File: config.mk
export PLATFORM = sky130hd
export DESIGN_NAME = ov7670_init_ctrl
export DESIGN_NICKNAME = d
export VERILOG_FILES = /design/src/rtl/ov7670_init_pkg.sv /design/src/rtl/ov7670_reg_rom.sv /design/src/rtl/ov7670_init_ctrl.sv
export SDC_FILE = /design/constraint.sdc
export NUM_CORES = 1
export LEC_CHECK = 0
export ABC_AREA = 0
export CAP_MARGIN = 20
export CORE_UTILIZATION = 53
export CTS_CLUSTER_DIAMETER = 40
export DETAILED_ROUTE_END_ITERATION = 10
export PLACE_DENSITY = 0.74
export SYNTH_ARGS = -nofsm -noshare
export SYNTH_HDL_FRONTEND = slang
export SYNTH_SLANG_ARGS = --single-unit
File: constraint.sdc
create_clock -name clk -period 7.3 [get_ports clk]
set_clock_uncertainty 0.05 [all_clocks]
set_input_delay 1.46 -clock clk [delete_from_list [all_inputs] [get_ports clk]]
set_output_delay 1.46 -clock clk [all_outputs]
set_load 0.03 [all_outputs]
File: src/rtl/ov7670_init_pkg.sv
// Shared types and constants for the OV7670 SCCB init sequencer.
package ov7670_init_pkg;

  localparam int unsigned SCCB_WORD_W = 16;

  // COM7 = 0x80: full register reset; always table entry 0.
  localparam logic [SCCB_WORD_W-1:0] SCCB_SOFT_RESET = 16'h1280;

  typedef enum logic [2:0] {
    StPwr,
    StCall,
    StGap,
    StSettle,
    StDone,
    StErr
  } init_state_e;

endpackage

File: src/rtl/ov7670_reg_rom.sv
// OV7670 configuration table, {reg_addr, value} per entry.
// Entries at or beyond REG_NUM read as 16'hFFFF.
module ov7670_reg_rom
  import ov7670_init_pkg::*;
#(
  parameter int unsigned REG_NUM = 3
) (
  input  logic [7:0]             addr,
  output logic [SCCB_WORD_W-1:0] data
);

  // Table lookup, masked to the configured length.
  always_comb begin
    data = 16'hFFFF;
    if (32'(addr) < REG_NUM) begin
      case (addr)
        8'd0:    data = SCCB_SOFT_RESET;
        8'd1:    data = 16'h00C7;  // GAIN
        8'd2:    data = 16'h1100;  // CLKRC: no prescale
        8'd3:    data = 16'h1204;  // COM7: RGB output
        8'd4:    data = 16'h8C00;  // RGB444 off
        8'd5:    data = 16'h0400;  // COM1
        8'd6:    data = 16'h40D0;  // COM15: RGB565, full range
        8'd7:    data = 16'h3A04;  // TSLB
        8'd8:    data = 16'h1418;  // COM9: AGC ceiling 4x
        8'd9:    data = 16'h4FB3;  // MTX1
        8'd10:   data = 16'h50B3;  // MTX2
        8'd11:   data = 16'h5100;  // MTX3
        8'd12:   data = 16'h523D;  // MTX4
        8'd13:   data = 16'h53A7;  // MTX5
        8'd14:   data = 16'h54E4;  // MTX6
        8'd15:   data = 16'h589E;  // MTXS
        default: data = 16'hFFFF;
      endcase
    end
  end

endmodule

File: src/rtl/ov7670_init_ctrl.sv
// Post-reset OV7670 configuration sequencer: walks the register table and
// issues one SCCB write per entry through sccb_func_module.
module ov7670_init_ctrl
  import ov7670_init_pkg::*;
#(
  parameter int unsigned REG_NUM        = 3,
  parameter int unsigned PWRUP_CYCLES   = 100_000,
  parameter int unsigned SETTLE_CYCLES  = 100_000,
  parameter int unsigned GAP_CYCLES     = 4,
  parameter int unsigned TIMEOUT_CYCLES = 1_000_000
) (
  input  logic                   clk,
  input  logic                   rst_n,
  input  logic                   iRestart,
  input  logic                   iDone,
  output logic                   oCall,
  output logic [SCCB_WORD_W-1:0] oData,
  output logic [7:0]             oIdx,
  output logic                   oBusy,
  output logic                   oInitDone,
  output logic                   oErr
);

  localparam logic [7:0] LastIdx = 8'(REG_NUM - 1);

  init_state_e            state_q, state_d;
  logic [31:0]            cnt_q, cnt_d;
  logic [7:0]             idx_q, idx_d;
  logic [SCCB_WORD_W-1:0] data_q, data_d;
  logic                   call_q, call_d;
  logic                   busy_q, busy_d;
  logic                   init_done_q, init_done_d;
  logic                   err_q, err_d;
  logic [7:0]             rom_addr;
  logic [SCCB_WORD_W-1:0] rom_data;

  ov7670_reg_rom #(
    .REG_NUM (REG_NUM)
  ) u_rom (
    .addr (rom_addr),
    .data (rom_data)
  );

  // State, shared counter and registered outputs.
  always_ff @(posedge clk or negedge rst_n) begin
    if (!rst_n) begin
      state_q     <= StPwr;
      cnt_q       <= '0;
      idx_q       <= '0;
      data_q      <= '0;
      call_q      <= 1'b0;
      busy_q      <= 1'b1;
      init_done_q <= 1'b0;
      err_q       <= 1'b0;
    end else begin
      state_q     <= state_d;
      cnt_q       <= cnt_d;
      idx_q       <= idx_d;
      data_q      <= data_d;
      call_q      <= call_d;
      busy_q      <= busy_d;
      init_done_q <= init_done_d;
      err_q       <= err_d;
    end
  end

  // Next state and shared counter; the counter restarts on every transition.
  always_comb begin
    state_d = state_q;
    case (state_q)
      // Compared against PWRUP_CYCLES (not -1) so the first call lands
      // PWRUP_CYCLES+1 edges after reset release or restart.
      StPwr: begin
        if (cnt_q == 32'(PWRUP_CYCLES)) state_d = StCall;
      end
      StCall: begin
        if (iDone) begin
          if (idx_q == 8'd0)         state_d = StSettle;
          else if (idx_q == LastIdx) state_d = StDone;
          else                       state_d = StGap;
        end else if (cnt_q == 32'(TIMEOUT_CYCLES - 1)) begin
          state_d = StErr;
        end
      end
      StGap: begin
        if (cnt_q == 32'(GAP_CYCLES - 1)) state_d = StCall;
      end
      StSettle: begin
        if (cnt_q == 32'(SETTLE_CYCLES - 1)) begin
          state_d = (REG_NUM == 1) ? StDone : StCall;
        end
      end
      StDone, StErr: begin
        if (iRestart) state_d = StPwr;
      end
      default: state_d = StPwr;
    endcase

    if (state_d != state_q)                        cnt_d = '0;
    else if (state_q == StDone || state_q == StErr) cnt_d = cnt_q;
    else                                           cnt_d = cnt_q + 32'd1;
  end

  // Output next-values, derived from the transition being taken.
  always_comb begin
    // In GAP/SETTLE the ROM looks one entry ahead so oData is ready on entry.
    rom_addr = (state_q == StGap || state_q == StSettle) ? idx_q + 8'd1 : idx_q;

    idx_d = idx_q;
    if ((state_q == StDone || state_q == StErr) && state_d == StPwr) begin
      idx_d = '0;
    end else if ((state_q == StGap || state_q == StSettle) && state_d == StCall) begin
      idx_d = idx_q + 8'd1;
    end

    data_d = data_q;
    if (state_d == StCall && state_q != StCall) data_d = rom_data;

    call_d      = (state_d == StCall);
    busy_d      = !(state_d == StDone || state_d == StErr);
    init_done_d = (state_d == StDone);
    err_d       = (state_d == StErr);
  end

  assign oCall     = call_q;
  assign oData     = data_q;
  assign oIdx      = idx_q;
  assign oBusy     = busy_q;
  assign oInitDone = init_done_q;
  assign oErr      = err_q;

endmodule

**After elaboration in Yosys (flattened, before gate mapping)**

Memory sizes are Yosys's and may differ from the RTL's.
Cells that the tools add are included.

- Memories: 1
- Input bits: 4
- ROM bits: 256
- Register bits: 63
- Output and inout bits: 28

Memories:

| name | depth | width | rd ports | clocked after Yosys merged registers in | wr ports | line | RTL |
|---|---|---|---|---|---|---|---|
| (no name shown) | 16 | 16 | 1 | 0 | 0 | ov7670_reg_rom.sv:16 | `case (addr)` |

- Magnitude comparators: 1
- Mux-type cells: 16
- Reduce and logical (&&, ||, !) cells: 13
- Equal/unequal tests: 16
- $add $sub $neg: 2

Operators with widths:

| cell | count |
|---|---|
| 32-bit by 17-bit == test with 1-bit output (second input constant) | 2 |
| 32-bit 2-to-1 mux | 2 |
| 32-bit by 1-bit adder with 32-bit output (second input constant) | 1 |
| 32-bit by 2-bit == test with 1-bit output (second input constant) | 1 |
| 32-bit by 20-bit == test with 1-bit output (second input constant) | 1 |
| 16-bit 2-to-1 mux | 2 |
| 3-bit 2-to-1 mux | 8 |
| 8-bit 2-to-1 mux | 3 |
| 3-bit one-hot mux with 5 select lines | 1 |
| 3-bit == test (second input constant) | 4 |
| 8-bit by 1-bit adder with 8-bit output (second input constant) | 1 |
| 8-bit by 2-bit == test with 1-bit output (second input constant) | 1 |
| 8-bit logical NOT | 1 |
| 8-bit by 2-bit less-than comparator with 1-bit output (second input constant) | 1 |
| 3-bit by 1-bit == test with 1-bit output (second input constant) | 2 |
| 3-bit by 2-bit == test with 1-bit output (second input constant) | 2 |
| 3-bit logical NOT | 2 |
| 4-bit logical NOT | 1 |
| 1-bit logical AND | 3 |
| 1-bit logical OR | 3 |
| 3-bit by 1-bit != test with 1-bit output (second input constant) | 1 |
| 3-bit != test | 1 |
| 2-bit != test (second input constant) | 1 |
| 2-bit nonzero test | 1 |
| 2 further kinds | 2 |

**Logic depth before layout (Yosys ltp)**

Gate-level depths: netlist of run 1.

- Depth after elaboration: 9
- Mapped depth: 10
- Mapped depth without buffers: 9

**By module**

Synthesis of run 1 repeated with hierarchy kept, for this count alone.

- Cells, all modules: 380
- Area, all modules: 3719.8 µm²

Modules (own cells, without submodules):

| module | cells an instance | seq. area each (µm²) | area an instance (µm²) | times used |
|---|---|---|---|---|
| ov7670_init_ctrl | 345 | 1577.8 | 3470.8 | 1 |
| ov7670_reg_rom | 35 | 0.0 | 249.0 | 1 |

**Worst setup path before layout of run 1**

Ideal clock, no wire load.

- Path type: input to register
- Start point: input iRestart
- End point: register data_q[12] (netlist: oData[12])
- Library setup time: 0.127 ns
- Slack: 4.333 ns
- Stages: 7
- Arrival: 2.789 ns
- Path buffers: 1
- Path through: o21ai_0 -> nand2_1 -> a31oi_1 -> nor2_1 -> nor4_4 -> buf_6 -> mux2_1

- Word-level cells in the longest chain between the ends: 4

Ends and longest elaborated chain:

| element | line | RTL |
|---|---|---|
| start, declared | ov7670_init_ctrl.sv:14 | `input logic iRestart,` |
| 3-bit 2-to-1 mux | ov7670_init_ctrl.sv:94 | `if (iRestart) state_d = StPwr;` |
| 3-bit one-hot mux with 5 select lines | ov7670_init_ctrl.sv:70 | `case (state_q)` |
| 3-bit by 1-bit == test with 1-bit output | ov7670_init_ctrl.sv:117 | `if (state_d == StCall && state_q != StCall) data_d = rom_data;` |
| 1-bit logical AND | ov7670_init_ctrl.sv:117 |  |
| end signal, assigned | ov7670_init_ctrl.sv:59 | `data_q <= data_d;` |
| end, declared | ov7670_init_ctrl.sv:29 | `logic [SCCB_WORD_W-1:0] data_q, data_d;` |

No other way between the ends.
A chain may end at the register's enable or synchronous reset.

**Final worst setup path of run 1**

- Start point: input iDone
- End point: register data_q[8] (netlist: oData[8])

- Word-level cells in the longest chain between the ends: 4

Ends and longest elaborated chain:

| element | line | RTL |
|---|---|---|
| start, declared | ov7670_init_ctrl.sv:15 | `input logic iDone,` |
| 3-bit 2-to-1 mux | ov7670_init_ctrl.sv:77 | `if (iDone) begin` |
| 3-bit one-hot mux with 5 select lines | ov7670_init_ctrl.sv:70 |  |
| named net state_d[2] | ov7670_init_ctrl.sv:26 | `init_state_e state_q, state_d;` |
| 3-bit by 1-bit == test with 1-bit output | ov7670_init_ctrl.sv:117 |  |
| 1-bit logical AND | ov7670_init_ctrl.sv:117 |  |

The timed path passes the listed nets, and every way through them passes these cells.

==> results of run 1 <==
per-layer routing:
metal	GRT usage [%]	wire (um)	up-vias
met3	5.169	285	7
met2	35.32	3325	48
li1	-	-	1316
met5	0	0	-
met4	8.621	100	0
met1	33.40	3537	1315
critical path, delay by kind of cell:
| family | cells | cell delay (ns) |
|---|---|---|
| buffers and inverters | 2 | 0.73 |
| AND/OR/NAND/NOR | 1 | 0.72 |
| AO/OA/AOI/OAI | 3 | 0.59 |
| multiplexers | 1 | 0.42 |
layout make-up:
| class | instances | area share (%) |
|---|---|---|
| inverter | 13 | 1.245 |
| timing repair buffer | 33 | 7.970 |
| clock buffer | 12 | 3.861 |
| clock inverter | 1 | 0.7472 |
| multi-input combinational | 267 | 44.52 |
| tap | 77 | 2.397 |
| sequential | 63 | 39.26 |
report_power, final:
group	switching (W)	internal, W
Sequential	0.0000703	0.000387
Combinational	0.000269	0.000165
Clock	0.000122	0.000171
final timing paths:
path                                         end  slack (ns)
setup / recovery            oData[8]$_DFFE_PN0P_        3.55
hold / removal             oData[10]$_DFFE_PN0P_        0.44
setup reg to reg            oData[0]$_DFFE_PN0P_        4.03
hold reg to reg            oData[10]$_DFFE_PN0P_        0.44
max in group asynchronous  cnt_q[10]$_DFFE_PN0P_        5.45
min in group asynchronous  cnt_q[17]$_DFFE_PN0P_        1.21
cells in the mapped netlist, types with 5 or more instances:
| cell | number | area [um^2] |
|---|---|---|
| nor2b_1 | 5 | 31.28 |
| and3_1 | 9 | 56.30 |
| and4_1 | 6 | 52.55 |
| clkbuf_1 | 7 | 26.28 |
| dfrtp_1 | 62 | 1551 |
| a21oi_1 | 5 | 25.02 |
| nor4_1 | 8 | 50.05 |
| nor3_1 | 10 | 50.05 |
| nand4_1 | 15 | 93.84 |
| nand3_1 | 23 | 115.1 |
| o21a_1 | 10 | 75.07 |
| nand2_1 | 20 | 75.07 |
| xnor2_1 | 18 | 157.7 |
| ha_1 | 10 | 125.1 |
| inv_1 | 11 | 41.29 |
| xor2_1 | 22 | 192.7 |
| nor2_1 | 54 | 202.7 |
through the flow:
stage	hold slack [ns]	setup slack, ns	total power [W]	std cells
floorplan	0.4559	4.333	0.0007750	356
global placement	0.4205	3.297	0.0008882	453
detailed placement	0.4325	3.192	0.0008975	453
CTS	0.4471	3.568	0.001192	466
global route	0.4538	3.335	0.001266	466
finish	0.4423	3.554	0.001184	466
flip-flops by register name, summed over array words and instances (netlist names):
| register | count |
|---|---|
| oErr | 1 |
| state_q | 3 |
| oBusy | 1 |
| oIdx | 8 |
| oData | 16 |
| oInitDone | 1 |
| oCall | 1 |
| cnt_q | 32 |
cells by family after synthesis:
| logic type | Yosys count | share of synthesized area (%) |
|---|---|---|
| XOR/XNOR | 40 | 10.06 |
| adder cells (fa/ha/maj) | 10 | 3.593 |
| AO/OA/AOI/OAI | 40 | 9.271 |
| flip-flops | 63 | 45.31 |
| multiplexers | 7 | 2.228 |
| AND/OR/NAND/NOR | 170 | 26.23 |
| buffers and inverters | 26 | 3.306 |
==> qor.csv, run 1 <==
metric;value;unit
fin crit share;51.32;%
FF/Latch Area;1578;um^2
final core utilization;63.29;%
number of diodes;0;
unique cell type count in the Yosys netlist;56;
Syn-to-layout area delta;15.41;%
CP max FO;13;
EDFF count, synth;0;
port bufs;31;
Pwr Density;294.6;nW/um^2
dpl cell area;3834;um^2
WP data required;7.47;ns
Seq cells post-synth;63;
Syn Inst Count;356;
Final setup viols;0;
Worst Setup SP;iDone;
core box area;6350;um^2
Overflow after GRT;0;
first-pass GRT wire length;12.85;mm
Max VDD drop;0.2650;mV
syn_area_per_cell;9.781;um^2
critical path cell sequence;clkdlybuf4s50_1 -> o21ai_2 -> a22oi_1 -> a21o_1 -> clkinv_2 -> nor4_4 -> mux2_2;
CP Capture Type;flop;
r2r worst-path depth;6;
footprint of the multi-input gates;1789;um^2
Die H;83.06;um
leak pwr;1.639;nW
fin area;4019;um^2
Final ANT Viol Nets;0;
Hold Crit Start;oData[10]$_DFFE_PN0P_;
f_max;266.9;MHz
Initial Utilization;54.84;%
Detailed Route Iter0 Violations;202;
detailed-placement wirelength estimate;5.055;mm
post-synthesis net count;370;
Seq/Total Area, Yosys;45.31;%
CTS Buffer Depth;2;
routability cong.;0.9069;
commonest non-fill, non-tap cell in the layout;dfrtp_1;
CTS buffer count;9;
DIE WIDTH;83.06;um
Syn. warnings;0;
Post-CTS Setup Inserts;0;
min Tclk post-route;3.746;ns
drt total wl;7.248;mm
clock-pin slew on the worst setup and hold paths;0.06;ns
share of cells above drive strength 1;8.226;%
relative slew slack;28.21;%
drc violations;0;
Hold Path Stages;1;
pin count of the biggest net entering global routing;64;
Clock Sinks;63;
Hold Vio Cnt, Final;0;
Clock Latency Late Sink;0.34;ns
Max Cap Viol;0;
detailed-router iteration count before antenna repair;4;
CP Launch Type;primary input;
overall routing resource usage;23.46;%
Root Driver;clkbuf_8;
Boundary Pins;32;
unrepaired setup endpoints after global routing;false;
WL/cell;15.55;um
CTS tree;built;
initial antenna violation count;0;
Slew Limit Fails;0;
r2r startpoint;state_q[1]$_DFF_PN0_;
final setup TNS;0;ns
Vias;2686;
fill count;525;
Hold Path Class;reg -> reg;
Slowest-stage cell, CP;nor4_4;
CTS HTree Levels;3;
Mapped Area;3482;um^2
total die area;6898;um^2
prevailing post-synth register cell;dfrtp_1;
Vias/cell;5.764;
most frequent cells in the layout;dfrtp_1, nor2_1, clkdlybuf4s50_1;
Rows;29;
CTS Hold Bufs;0;
worst endpoint data arrival time;3.92;ns
actual slew at the worst max-slew pin;1.050;ns
Largest stage delay, worst path;0.72;ns
critical path type;in -> reg;
layout net count;401;
number of global-route vias before repair;2698;
CTS resizes;0;
FFs w/ async S/R, synth;100.0;%
status;finished, final reports clean;
(Power assumes the default switching activity.)
==> run 2: changes to the inputs <==
CORE_UTILIZATION = 52   (was 53)
PLACE_DENSITY = 0.76   (was 0.74)
clock period = 3.1 ns   (was 7.3 ns; I/O delays follow)
==> qor.csv, run 2 (synthesis results as in run 1) <==
metric;value;unit;change
Max Cap Viol;0;;unchanged
Post-CTS Setup Inserts;0;;unchanged
routability cong.;0.8084;;-11%
final setup TNS;0;ns;unchanged
core box area;6422;um^2;+1.1%
share of cells above drive strength 1;11.41;%;+3.2 points
DP Cell Count;464;;+2.4%
Largest stage delay, worst path;0.64;ns;-0.08 ns
detailed-router iteration count before antenna repair;7;;+3
CTS HTree Levels;3;;unchanged
Boundary Pins;32;;unchanged
min Tclk post-route;2.792;ns;
number of diodes;0;;unchanged
total die area;7027;um^2;+1.9%
Pwr Density;698.6;nW/um^2;+140%
Root Driver;clkbuf_8;;
CTS Hold Bufs;0;;unchanged
leak pwr;1.696;nW;+3.5%
Initial Utilization;54.22;%;-0.62 points
r2r startpoint;oIdx[0]$_DFFE_PN0P_;;
Syn-to-layout area delta;17.89;%;
failing checks;DRC;;
CTS resizes;0;;unchanged
Hold Vio Cnt, Final;0;;unchanged
number of global-route vias before repair;2634;;-2.4%
met1 Usage GRT;32.49;%;-0.91 points
Buf/Inv on CP;2;;unchanged
most frequent cells in the layout;dfrtp_1, nor2_1, clkdlybuf4s50_1;;
worst endpoint data arrival time;2.96;ns;-0.96 ns
FF/Latch Area;1578;um^2;unchanged
Biggest register;cnt_q;;
global-route track usage on met3;6.528;%;+1.4 points
Die H;83.83;um;+0.93%
Slowest-stage cell, CP;or4b_2;;
CP Launch Type;flop;;
final cell count without fillers;480;;+3.0%
CTS buffer count;9;;unchanged
reg2reg end;oData[8]$_DFFE_PN0P_;;
status;finished, violations left;;
initial antenna violation count;0;;unchanged
CP delay by family, top;simple AND/OR/NAND/NOR gates;;
relative slew slack;48.81;%;+21 points
max FFs per register;32;;unchanged
Clock Sinks;63;;unchanged
Overflow after GRT;0;;unchanged
actual slew at the worst max-slew pin;0.7679;ns;-0.2818 ns
footprint of the multi-input gates;1789;um^2;unchanged
commonest non-fill, non-tap cell in the layout;dfrtp_1;;
r2r worst-path depth;8;;+2
Final setup viols;0;;unchanged
Rows;29;;unchanged
Vias;2760;;+2.8%
flop2flop setup slack;0.31;ns;-3.72 ns
clock-pin slew on the worst setup and hold paths;0.07;ns;about the same
Hold Path Class;in -> async;;
final core utilization;63.92;%;+0.63 points
CP max FO;8;;-5
GR Util met2;38.45;%;+3.1 points
Crit path depth;8;;+1
fill count;534;;+1.7%
WHS;0.3839;ns;-0.05837 ns
Vias/cell;5.750;;-0.24%
WP data required;3.27;ns;-4.20 ns
unrepaired setup endpoints after global routing;false;;
layout net count;412;;+2.7%
total power;0.002868;W;+140%
f_max;358.2;MHz;
pin count of the biggest net entering global routing;64;;unchanged
GRT busiest layer;met2;;
detailed-placement wirelength estimate;5.420;mm;+7.2%
fin crit share;90.06;%;
drt total wl;7.718;mm;+6.5%
Max VDD drop;0.6106;mV;+130%
critical path cell sequence;inv_1 -> ha_1 -> or4b_2 -> o21ai_2 -> o22a_4 -> inv_2 -> nor4_4 -> mux2_2;;
Final ANT Viol Nets;0;;unchanged
critical path type;reg -> reg;;
worst setup path end;oData[8]$_DFFE_PN0P_;;
CP Capture Type;flop;;
CTS tree;built;;
drc violations;1;;+1
port bufs;31;;unchanged
CTS Buffer Depth;2;;unchanged
overall routing resource usage;24.19;%;+0.73 points
Worst Setup SP;oIdx[0]$_DFFE_PN0P_;;
Slew Limit Fails;0;;unchanged
Clock Latency Late Sink;0.34;ns;about the same
first-pass GRT wire length;13.17;mm;+2.5%
DIE WIDTH;83.83;um;+0.93%
Detailed Route Iter0 Violations;176;;-13%
WL/cell;16.08;um;+3.4%
-- run 2: worst min path at each step --
stage	to	startpoint	depth (start not counted)
final	cnt_q[21]$_DFFE_PN0P_	rst_n	2
after global routing	cnt_q[14]$_DFFE_PN0P_	rst_n	2
after CTS	cnt_q[21]$_DFFE_PN0P_	rst_n	2
after detailed placement	oData[4]$_DFFE_PN0P_	oData[4]$_DFFE_PN0P_	1
after global placement	oData[9]$_DFFE_PN0P_	oData[9]$_DFFE_PN0P_	1
after floorplan	cnt_q[0]$_DFFE_PN0P_	rst_n	0
-- run 2: where the power goes --
part           switching, W  internal (W)  total (W)
clock              0.000319      0.000368   0.000687
combinational      0.000672      0.000439    0.00111
sequential         0.000158      0.000912    0.00107
-- run 2: final cells by class --
cell class | instances | area share (%)
flip-flops and latches | 63 | 38.43
multi-input cells | 267 | 43.58
repair buffers | 44 | 9.814
well taps | 77 | 2.347
clock inverters | 6 | 1.493
inverters | 13 | 1.219
clock buffers | 10 | 3.109
-- run 2: metal layers --
layer / part of all wire, % / vias to the layer above
li1: - / 1344
met4: 1.2 / 0
met1: 46 / 1340
met3: 4.1 / 8
met2: 49 / 68
met5: 0 / -
-- run 2: metrics by stage --
| step | cell area, um^2 | worst slack, ns |
|---|---|---|
| after floorplan | 3482 | 0.2392 |
| after global placement | 3916 | 0.4007 |
| after detailed placement | 3916 | 0.2803 |
| after CTS | 4105 | 0.2995 |
| after global routing | 4105 | 0.1063 |
| final | 4105 | 0.3081 |
==> run 3: changes to the inputs <==
GPL_TIMING_DRIVEN = 0   (was default)
==> qor.csv, run 3 (synthesis results as in run 1) <==
metric;value;unit;change
Boundary Pins;32;;unchanged
most frequent cells in the layout;dfrtp_1, nor2_1, clkdlybuf4s50_1;;
CTS buffer count;9;;unchanged
port bufs;31;;unchanged
Rows;29;;unchanged
DIE WIDTH;83.83;um;unchanged
Root Driver;clkbuf_8;;
status;finished, violations left;;
dpl cell area;3904;um^2;-0.32%
core box area;6422;um^2;unchanged
clock-pin slew on the worst setup and hold paths;0.08;ns;about the same
drc violations;2;;+1
first-pass GRT wire length;12.22;mm;-7.2%
Hold Path Class;in -> async;;
share of cells above drive strength 1;11.55;%;+0.13 points
CTS Hold Bufs;0;;unchanged
Max VDD drop;0.4895;mV;-20%
WL/cell;14.86;um;-7.6%
CTS HTree Levels;3;;unchanged
WP data required;3.27;ns;about the same
Pwr Density;711.4;nW/um^2;+1.8%
Slew Limit Fails;0;;unchanged
Worst Setup SP;oIdx[1]$_DFFE_PN0P_;;
Die H;83.83;um;unchanged
routability cong.;0.8567;;+6.0%
unrepaired setup endpoints after global routing;false;;
Crit path depth;9;;+1
final setup TNS;0;ns;unchanged
Hold Vio Cnt, Final;0;;unchanged
overall routing resource usage;22.19;%;-2.0 points
met1 WL;3.635;mm;+2.2%
Final ANT Viol Nets;0;;unchanged
CP max FO;10;;+2
met3 wire length;236;um;-26%
Vias;2706;;-2.0%
worst setup path end;oData[12]$_DFFE_PN0P_;;
Slowest-stage cell, CP;or4b_2;;
Final setup viols;0;;unchanged
final cell count without fillers;484;;+0.83%
Clock Latency Late Sink;0.35;ns;about the same
Detailed Route Iter0 Violations;179;;+1.7%
worst endpoint data arrival time;3.04;ns;+0.08 ns
max FFs per register;32;;unchanged
Max Cap Viol;0;;unchanged
pin count of the biggest net entering global routing;41;;-36%
critical path type;reg -> reg;;
critical path cell sequence;inv_1 -> ha_1 -> or4b_2 -> o21ai_2 -> o22a_4 -> inv_2 -> nor4_4 -> buf_6 -> mux2_1;;
CP Capture Type;flop;;
Syn-to-layout area delta;20.19;%;
number of global-route vias before repair;2474;;-6.1%
Initial Utilization;54.22;%;unchanged
final core utilization;65.17;%;+1.2 points
Overflow after GRT;0;;unchanged
layout net count;416;;+0.97%
Vias/cell;5.591;;-2.8%
drt total wl;7.190;mm;-6.8%
Clock Sinks;63;;unchanged
DP Cell Count;465;;+0.22%
Largest stage delay, worst path;0.64;ns;about the same
total die area;7027;um^2;unchanged
relative slew slack;50.57;%;+1.8 points
number of diodes;0;;unchanged
Buf/Inv on CP;3;;+1
fin crit share;92.57;%;+2.5 points
Biggest register;cnt_q;;
flop2flop setup slack;0.23;ns;-0.08 ns
uppermost layer routed;met4;;
CTS Buffer Depth;2;;unchanged
fin area;4185;um^2;+2.0%
r2r startpoint;oIdx[1]$_DFFE_PN0P_;;
initial antenna violation count;0;;unchanged
r2r worst-path depth;9;;+1
CP Launch Type;flop;;
CP delay by family, top;simple AND/OR/NAND/NOR gates;;
f_max;348.5;MHz;-2.7%
detailed-placement wirelength estimate;5.203;mm;-4.0%
DR WL met2;3.219;mm;-14%
detailed-router iteration count before antenna repair;7;;unchanged
actual slew at the worst max-slew pin;0.7346;ns;-0.03324 ns
CTS tree;built;;
min Tclk post-route;2.870;ns;+0.07772 ns
commonest non-fill, non-tap cell in the layout;dfrtp_1;;
reg2reg end;oData[12]$_DFFE_PN0P_;;
failing checks;DRC;;
leak pwr;1.709;nW;+0.76%
## run 3: cell type report
cell class | count | area (um^2)
Buffer | 13 | 65.06
Clock buffer | 10 | 137.6
Clock inverter | 6 | 92.59
Fill cell | 537 | 2237
Inverter | 13 | 50.05
Multi-Input combinational cell | 267 | 1817
Sequential cell | 63 | 1579
Tap cell | 77 | 96.34
Timing Repair Buffer | 35 | 347.8
## run 3: how the worst min path moves through the flow
stage | start | to | slack, ns | cells past startpoint
2_1_floorplan | rst_n | cnt_q[0]$_DFFE_PN0P_ | 0.27 | 0
3_3_place_gp | oData[9]$_DFFE_PN0P_ | oData[9]$_DFFE_PN0P_ | 0.42 | 1
3_5_place_dp | oData[9]$_DFFE_PN0P_ | oData[9]$_DFFE_PN0P_ | 0.43 | 1
4_1_cts | rst_n | cnt_q[17]$_DFFE_PN0P_ | 0.21 | 1
5_1_grt | rst_n | cnt_q[17]$_DFFE_PN0P_ | 0.24 | 1
6_report | rst_n | cnt_q[17]$_DFFE_PN0P_ | 0.20 | 1
## run 3: power breakdown
group          total (W)  internal (W)  switching, W
Sequential       0.00104      0.000914      0.000129
Clock           0.000813      0.000478      0.000334
Combinational    0.00112      0.000431      0.000692
Total            0.00298       0.00182       0.00115
## run 3: timing repair
item / 4_1_cts / 5_1_grt
resized for setup: 0 / 6
buffers inserted: 0 / 3
endpoints found under the setup margin: 0 / 15
## run 3: metal layers
| metal | GRT usage (%) | vias up |
|---|---|---|
| li1 | - | 1352 |
| met1 | 33.42 | 1311 |
| met2 | 30.63 | 34 |
| met3 | 4.550 | 9 |
| met4 | 9.875 | 0 |
| met5 | 0 | - |
## run 3: through the flow
step	hold WS (ns)	total power (W)	worst slack, ns
floorplan	0.2744	0.001825	0.2392
detailed placement	0.4254	0.002129	0.1107
finish	0.1980	0.002977	0.2304
CTS	0.2092	0.002958	0.1273
global placement	0.4196	0.002108	-0.6191
global route	0.2422	0.003160	0.04905
## run 3: worst reg2reg max path: cells and delay by family, from the launching register on
family | cells | cell delay, ns
simple gates | 2 | 0.93
buf+inv | 3 | 0.35
fa+ha+maj | 1 | 0.19
mux | 1 | 0.32
flops | 1 | 0.52
compound gates | 2 | 0.39
